`src/rtl/memory_arbiter_burst.sv`:
```
// rtl/memory_arbiter_burst.sv - single-port RAM arbiter for icache, dcache and scratchpad row bursts
// Scratchpad traffic has priority over dcache, which has priority over icache.
module memory_arbiter_burst #(
  parameter int WORD_W        = 32,
  parameter int WORDS_PER_ROW = 2,
  parameter int ROWS          = 4,
  parameter int ROW_STRIDE    = 8,
  parameter int ROW_IDX_W     = 3
) (
  input  logic                            CLK,
  input  logic                            nRST,
  input  logic                            iREN,
  input  logic [31:0]                     iaddr,
  output logic                            iwait,
  output logic [WORD_W-1:0]               iload,
  input  logic                            dREN,
  input  logic                            dWEN,
  input  logic [31:0]                     daddr,
  input  logic [WORD_W-1:0]               dstore,
  output logic                            dwait,
  output logic [WORD_W-1:0]               dload,
  input  logic                            sLoad,
  input  logic [31:0]                     load_addr,
  output logic [WORDS_PER_ROW*WORD_W-1:0] load_data,
  output logic [ROW_IDX_W-1:0]            sLoad_row,
  output logic                            sLoad_hit,
  input  logic                            sStore,
  input  logic [31:0]                     store_addr,
  input  logic [WORDS_PER_ROW*WORD_W-1:0] store_data,
  output logic                            sStore_hit,
  output logic                            ramREN,
  output logic                            ramWEN,
  output logic [31:0]                     ramaddr,
  output logic [WORD_W-1:0]               ramstore,
  input  logic [WORD_W-1:0]               ramload,
  input  logic                            ramBUSY
);

  localparam int                   WC_W       = (WORDS_PER_ROW > 1) ? $clog2(WORDS_PER_ROW) : 1;
  localparam logic [31:0]          WORD_BYTES = 32'(WORD_W / 8);
  localparam logic [31:0]          STRIDE     = 32'(ROW_STRIDE);
  localparam logic [WC_W-1:0]      WC_LAST    = WC_W'(WORDS_PER_ROW - 1);
  localparam logic [ROW_IDX_W-1:0] RC_LAST    = ROW_IDX_W'(ROWS - 1);

  typedef enum logic [2:0] {IDLE, CACHE, SP_LD, SP_ST, SP_DONE} state_t;

  state_t                state, state_n;
  logic                  gnt_d;
  logic [WC_W-1:0]       wc;
  logic [ROW_IDX_W-1:0]  rc;
  logic [WORD_W-1:0]     shadow [WORDS_PER_ROW];

  logic                  latch_en, latch_d, cnt_clr, beat, row_done, store_done;
  logic                  i_done, d_done;
  logic [31:0]           sp_base, sp_addr;
  logic [WORD_W-1:0]     st_word;

  assign sp_base = (state == SP_ST) ? store_addr : load_addr;
  assign sp_addr = sp_base + 32'(rc) * STRIDE + 32'(wc) * WORD_BYTES;

  always_comb begin
    st_word = '0;
    for (int k = 0; k < WORDS_PER_ROW; k++) begin
      if (wc == WC_W'(k)) st_word = store_data[k*WORD_W +: WORD_W];
    end
  end

  // Load ports only carry data on the completing cycle; ramload never feeds the FSM.
  assign iwait = !i_done;
  assign dwait = !d_done;
  assign iload = i_done ? ramload : '0;
  assign dload = d_done ? ramload : '0;

  always_ff @(posedge CLK or negedge nRST) begin
    if (!nRST) state <= IDLE;
    else       state <= state_n;
  end

  always_comb begin
    state_n    = state;
    ramREN     = 1'b0;
    ramWEN     = 1'b0;
    ramaddr    = '0;
    ramstore   = '0;
    i_done     = 1'b0;
    d_done     = 1'b0;
    latch_en   = 1'b0;
    latch_d    = 1'b0;
    cnt_clr    = 1'b0;
    beat       = 1'b0;
    row_done   = 1'b0;
    store_done = 1'b0;
    case (state)
      IDLE: begin
        cnt_clr = 1'b1;
        if (sLoad)              state_n = SP_LD;
        else if (sStore)        state_n = SP_ST;
        else if (dREN || dWEN) begin
          state_n  = CACHE;
          latch_en = 1'b1;
          latch_d  = 1'b1;
        end else if (iREN) begin
          state_n  = CACHE;
          latch_en = 1'b1;
        end
      end
      CACHE: begin
        if (gnt_d) begin
          if (!(dREN || dWEN)) state_n = IDLE;
          else begin
            ramWEN   = dWEN;
            ramREN   = dREN && !dWEN;
            ramaddr  = daddr;
            ramstore = dstore;
            if (!ramBUSY) begin
              d_done  = 1'b1;
              state_n = IDLE;
            end
          end
        end else begin
          if (!iREN) state_n = IDLE;
          else begin
            ramREN  = 1'b1;
            ramaddr = iaddr;
            if (!ramBUSY) begin
              i_done  = 1'b1;
              state_n = IDLE;
            end
          end
        end
      end
      SP_LD: begin
        if (!sLoad) state_n = IDLE;
        else begin
          ramREN  = 1'b1;
          ramaddr = sp_addr;
          if (!ramBUSY) begin
            beat = 1'b1;
            if (wc == WC_LAST) begin
              row_done = 1'b1;
              if (rc == RC_LAST) state_n = SP_DONE;
            end
          end
        end
      end
      SP_ST: begin
        if (!sStore) state_n = IDLE;
        else begin
          ramWEN   = 1'b1;
          ramaddr  = sp_addr;
          ramstore = st_word;
          if (!ramBUSY) begin
            beat = 1'b1;
            if (wc == WC_LAST) begin
              store_done = 1'b1;
              state_n    = SP_DONE;
            end
          end
        end
      end
      SP_DONE: begin
        if (!sLoad && !sStore) state_n = IDLE;
      end
      default: state_n = IDLE;
    endcase
  end

  // Rows are assembled in the shadow buffer so load_data only ever shows complete rows.
  always_ff @(posedge CLK or negedge nRST) begin
    if (!nRST) begin
      gnt_d      <= 1'b0;
      wc         <= '0;
      rc         <= '0;
      load_data  <= '0;
      sLoad_row  <= '0;
      sLoad_hit  <= 1'b0;
      sStore_hit <= 1'b0;
      for (int k = 0; k < WORDS_PER_ROW; k++) shadow[k] <= '0;
    end else begin
      sLoad_hit  <= 1'b0;
      sStore_hit <= 1'b0;
      if (latch_en) gnt_d <= latch_d;
      if (cnt_clr) begin
        wc <= '0;
        rc <= '0;
      end else if (beat) begin
        if (wc == WC_LAST) wc <= '0;
        else               wc <= wc + WC_W'(1);
        if (state == SP_LD) begin
          for (int k = 0; k < WORDS_PER_ROW; k++) begin
            if (wc == WC_W'(k)) shadow[k] <= ramload;
          end
        end
        if (row_done) begin
          for (int k = 0; k < WORDS_PER_ROW; k++) begin
            load_data[k*WORD_W +: WORD_W] <= (k == WORDS_PER_ROW - 1) ? ramload : shadow[k];
          end
          sLoad_row <= rc;
          sLoad_hit <= 1'b1;
          if (rc != RC_LAST) rc <= rc + ROW_IDX_W'(1);
        end
        if (store_done) sStore_hit <= 1'b1;
      end
    end
  end

endmodule

```
`config.mk`:
```
export PLATFORM = sky130hd
export DESIGN_NAME = memory_arbiter_burst
export DESIGN_NICKNAME = d
export VERILOG_FILES = /design/src/rtl/memory_arbiter_burst.sv
export SDC_FILE = /design/constraint.sdc
export NUM_CORES = 1
export LEC_CHECK = 0
export CORE_AREA = 4 4 181 183
export DETAILED_ROUTE_END_ITERATION = 7
export DIE_AREA = 0 0 185 187
export SYNTH_ARGS = -nofsm -noshare
export SYNTH_HDL_FRONTEND = slang
export SYNTH_SLANG_ARGS = --single-unit
```
`constraint.sdc`:
```
create_clock -name CLK -period 4.4 [get_ports CLK]
set_input_delay 1.32 -clock CLK [delete_from_list [all_inputs] [get_ports CLK]]
set_output_delay 1.32 -clock CLK [all_outputs]
set_load 0.005 [all_outputs]
```
# == Yosys cells after proc, flatten, opt, wreduce, memory -nomap -nowiden ==
# Cells that the tools add are included.
# word_totals
input_bits,264
output_inout_bits,201
elab_cells,122
register_bits,109
# op_classes
bitwise,2
add_sub_neg,4
eq_ne,13
reduce_logical,16
muxes,78
# op_table
op,count
$mux 32,12
$pmux 32 s3,1
$pmux 32 s2,1
$mux 3,20
$mux 1,40
$add 32x3->32,1
$add 32x6->32,1
$ne 3x3->1 const B,5
$pmux 3 s5,1
$eq 3x2->1 const B,3
$reduce_and 7->1,1
$pmux 1 s2,3
$reduce_and 3->1,2
$reduce_bool 2->1,3
$logic_not 1->1,5
$ne 5x5->1 const B,1
$reduce_and 4->1,1
$add 3x1->3 const B,1
$eq 3x1->1 const B,1
$eq 3x3->1 const B,1
$logic_not 3->1,1
$ne 3x2->1 const B,1
$logic_and 1x1->1,2
$ne 2x2->1 const B,1
3 further kinds,4

# == Depth between registers and ports, before layout ==
# depth
ltp_word,7
mapped_depth,15
mapped_depth_nobuf,10

# == Worst setup path before layout ==
# No wires, ideal clock.
# synth_path
kind,input port to output port
startpoint,input port load_addr[2]
endpoint,output port ramaddr[28]
n_path_buf,1
path_stages,10
required_ps,3080
arrival_time_ps,3042
slack_ps,38
cell_sequence,nand2_1 -> nand2_1 -> ha_1 -> fa_1 -> nand3_1 -> a211oi_1 -> a32oi_1 -> buf_2 -> nor4_1 -> o32ai_1
# synth_via
elab_chain_cells,5
elab_cells_between_ends,6
classes_between,2 x add/sub; 4 x mux
# synth_lines
item,line,text
from (decl),23,"input logic [31:0] load_addr,"
$mux 32 *,58,assign sp_base = (state == SP_ST) ? store_addr : load_addr;
$add 32x6->32 *,59,assign sp_addr = sp_base + 32'(rc) * STRIDE + 32'(wc) * WORD_BYTES;
$add 32x3->32 *,59,
$mux 32 (on tied branches),"147, 133",
$pmux 32 s3 *,93,case (state)
to (decl),33,"output logic [31:0] ramaddr,"
# Every way passes the cells marked *; elsewhere a longest branch is shown, timed or not.

# == Worst setup path in the final report ==
# layout_path
startpoint,input port load_addr[17]
endpoint,output port ramaddr[30]
# Same word-level chain as after synthesis.

==> impl_metrics.json <==
{
  "pwr-share-seq": 0.309,
  "synthTopCellsByArea": "dfrtp_1, nand2_1, mux2i_1",
  "reg2regPathDepth": 7,
  "slew_viol_final": 0,
  "ys_seq_area_frac": 0.372,
  "synth_top_cell_by_area": "dfrtp_1",
  "min_period_over_period": 1.05,
  "firstDrtPassIters": 4,
  "grtUsageTotal": 0.197,
  "die_y_um": 187,
  "relSlewSlack": 0.530,
  "p_leak_nw": 6.64,
  "cts.reportedPaths.clkPinSlew_ns": 0.09,
  "postSynthNetCount": 1166,
  "die_w_um": 185,
  "grt_first_pass_wirelength_um": 53800,
  "r2r-end": "sLoad_row[0]$_DFFE_PN0P_",
  "rsz0062_at_grt": "true",
  "crit_start": "load_addr[17]",
  "routed_wl_um": 36400,
  "holdPathEnd": "load_data[0]$_DFFE_PN0P_",
  "vdd_drop_max_mv": 0.190,
  "synth_edf_count": 0,
  "drive_gt1_frac": 0.213,
  "grt.overflow.total": 0,
  "p_switching_mw": 1.75,
  "num_rows": 65,
  "ys.flop_type": "dfrtp_1",
  "first_global_vias": 9216,
  "intPower_mw": 3.13,
  "cp_slowest_stage_delay_ns": 0.49,
  "syn_area_um2": 7340,
  "num_vias": 8815,
  "pin_count": 465,
  "r2r_setup_slack_ns": 1.98,
  "hp-class": "register to register",
  "cts_tree": "built",
  "io_buffers": 464,
  "p_sw_frac": 0.359,
  "numCtsBuffers": 9,
  "yosysWarnings": 0,
  "cp-start-kind": "input port",
  "vias_per_cell": 4.74,
  "fin_crit_ns": 4.63,
  "ys_ff_latch": 109,
  "pre_cts_ws_ns": -1.19,
  "synth_top_area_frac": 0.372,
  "worstHoldPathCells": 2,
  "critPathArrivalTime_ns": 3.31,
  "cp.required_ns": 3.08,
  "critPathTopFamily": "buffers and inverters",
  "cts_max_path_buffers": 2,
  "fmax_mhz": 216,
  "post-route-util": 0.458,
  "drcViolationCount": 0,
  "clkPwrFrac": 0.170,
  "path_depth": 9,
  "wire_per_inst_um": 19.6,
  "status": "finished, violations left",
  "antenna_found_initial": 4,
  "max-cap-violations": 0,
  "min_from": "shadow[32]$_DFFE_PN0P_",
  "core_area_um2": 31200,
  "postRouteAntennaNets": 0,
  "failed_checks": "setup timing",
  "place.gp.congestion": 0.901,
  "nNetsFinal": 1720,
  "areaGrowthSynthToFinish_pct": 94.7,
  "drt-initial-drc-count": 334,
  "crit_fanout": 5,
  "report.final.hold_viol_count": 0,
  "cts_sinks": 109,
  "cp-end-kind": "output pin",
  "setup_ws_ns": -0.229,
  "initial_core_util": 0.235,
  "max_slew.worst_pin.slew_ns": 0.705,
  "dp_hpwl_um": 27200,
  "synthArstFlopShare": 1.00,
  "grt_max_degree": 60,
  "cts.root.buffer_cell": "clkbuf_16",
  "r2r-start": "wc$_DFFE_PN0P_",
  "die_area_um2": 34600,
  "finClkSkew_ns": 0.0118,
  "htreeDepth": 3,
  "path_cells": "clkdlybuf4s50_1 -> nand3_1 -> nor4_2 -> a32oi_1 -> buf_4 -> buf_6 -> o31a_1 -> o32ai_2 -> buf_2",
  "clock_latency_ns": 0.36,
  "combPwrFrac": 0.521,
  "critical_path_class": "input port to output pin",
  "worstPathBufferInverterCount": 4,
  "synth_cell_type_count": 64,
  "syn_inst": 894,
  "final-setup-viol-count": 13,
  "cpMaxStageDelayCell": "clkdlybuf4s50_1",
  "cellPowerDensity_nw_per_um2": 342,
  "nFillCells": 3052,
  "avgSynthCellArea_um2": 8.21
}
-- stage by stage --
step / setup TNS [ns] / total power [mW] / cell area [um^2] / hold WS (ns) / instances
5_1_grt: -3.26 / 5.20 / 14300 / 0.488 / 1858
6_report: -1.67 / 4.88 / 14300 / 0.459 / 1858
4_1_cts: -3.05 / 4.90 / 13900 / 0.465 / 1844
3_5_place_dp: -28.66 / 4.00 / 13200 / 0.451 / 1813
2_1_floorplan: 0 / 2.58 / 7340 / 0.432 / 894
3_3_place_gp: -28.45 / 3.98 / 13200 / 0.442 / 1813
-- placed cells by master (no fill, tap or decap), types with 7 or more instances in the layout --
cell,instances
clkdlybuf4s50_1,364
nand2_1,252
dfrtp_1,108
buf_4,108
and2_1,65
mux2i_1,55
o21ai_0,38
dlymetal6s2s_1,32
a22oi_1,31
mux2_2,31
dlygate4sd2_1,29
nor2_1,26
buf_2,21
buf_6,17
o22ai_1,16
clkbuf_2,14
nand3_1,12
nand4_1,11
buf_12,11
clkbuf_16,10
nand2_2,8
a21oi_1,8
o21ai_1,8
inv_1,7
nand2_4,7
nor3_1,7
xnor2_1,7
-- how the worst max path moves through the flow --
stage | endpoint | slack (ns)
2_1_floorplan | ramaddr[28] | 0.04
3_3_place_gp | ramaddr[25] | -1.16
3_5_place_dp | ramaddr[28] | -1.19
4_1_cts | ramaddr[28] | -0.28
5_1_grt | ramaddr[30] | -0.32
6_report | ramaddr[30] | -0.23
-- cell families (layout without fill, tap and decap cells) --
group / count (synthesis) / count (layout) / share of synthesized area
buf+inv: 69 / 628 / 0.0380
fa+ha+maj: 8 / 8 / 0.0147
compound gates: 163 / 163 / 0.148
xor+xnor: 15 / 15 / 0.0179
flops: 109 / 109 / 0.372
simple gates: 437 / 437 / 0.277
mux: 93 / 93 / 0.133
other cells: 0 / 3 / 0
-- cells in the mapped netlist (all sizes together) (4+ instances only) --
library cell	instances
xnor2	10
inv	8
nand3	17
nand4	11
buf	22
a22oi	31
xor2	5
o32ai	7
and2	67
dfrtp	109
mux2i	56
a211oi	5
nor4	6
mux2	37
ha	7
o211ai	6
nor2	30
o21a	5
nor3	12
or2	4
nand2	267
o31a	4
clkbuf	38
o22ai	17
a21oi	11
o21ai	51
-- what timing repair did --
| action | 4_1_cts | 5_1_grt |
|---|---|---|
| pin swaps | 51 | 42 |
| hold endpoints to repair | 0 | 0 |
| hold buffers | 0 | 0 |
| gates cloned | 4 | 1 |
| buffers inserted | 13 | 11 |
| setup endpoints to repair | 83 | 61 |
| resized for setup | 205 | 111 |
-- worst register-to-register path, cell delays in order, from the launching register on --
cell and delay [ns]:
dfrtp_2 0.40, buf_4 0.52, nand2b_1 0.21, or2_2 0.46, inv_2 0.29, buf_4 0.24, nand2_1 0.13, nand2_1 0.10
-- flip-flops by register name, summed over array words and instances, names as in the netlist --
signal / count
shadow: 32
sStore_hit: 1
gnt_d: 1
wc: 1
state: 3
sLoad_row: 3
sLoad_hit: 1
load_data: 64
rc: 3
-- cell type report --
type                            count  area, um^2  share of cell area
Antenna cell                        3        7.51            0.000525
Clock buffer                        9         225              0.0158
Clock inverter                      7        80.1             0.00560
Inverter                            9        33.8             0.00236
Multi-Input combinational cell    716        4840               0.339
Sequential cell                   109        2730               0.191
Tap cell                          402         503              0.0352
Timing Repair Buffer              603        5870               0.411
-- power by group through the flow --
stage | Clock, mW | Sequential (mW) | Combinational [mW]
final | 0.830 | 1.51 | 2.54
after global placement | 0 | 1.50 | 2.47
after CTS | 0.871 | 1.51 | 2.52
after floorplan | 0 | 1.50 | 1.08
after detailed placement | 0 | 1.52 | 2.49
after global routing | 0.899 | 1.55 | 2.75
-- routing by layer --
layer	vias to the layer above	GRT usage	wire length, um
li1	4235	-	-
met5	-	0	0
met3	46	0.0527	2820
met2	360	0.348	18100
met1	4174	0.239	14800
met4	0	0.0446	708
Note: power is estimated with default switching activity, not from simulation.
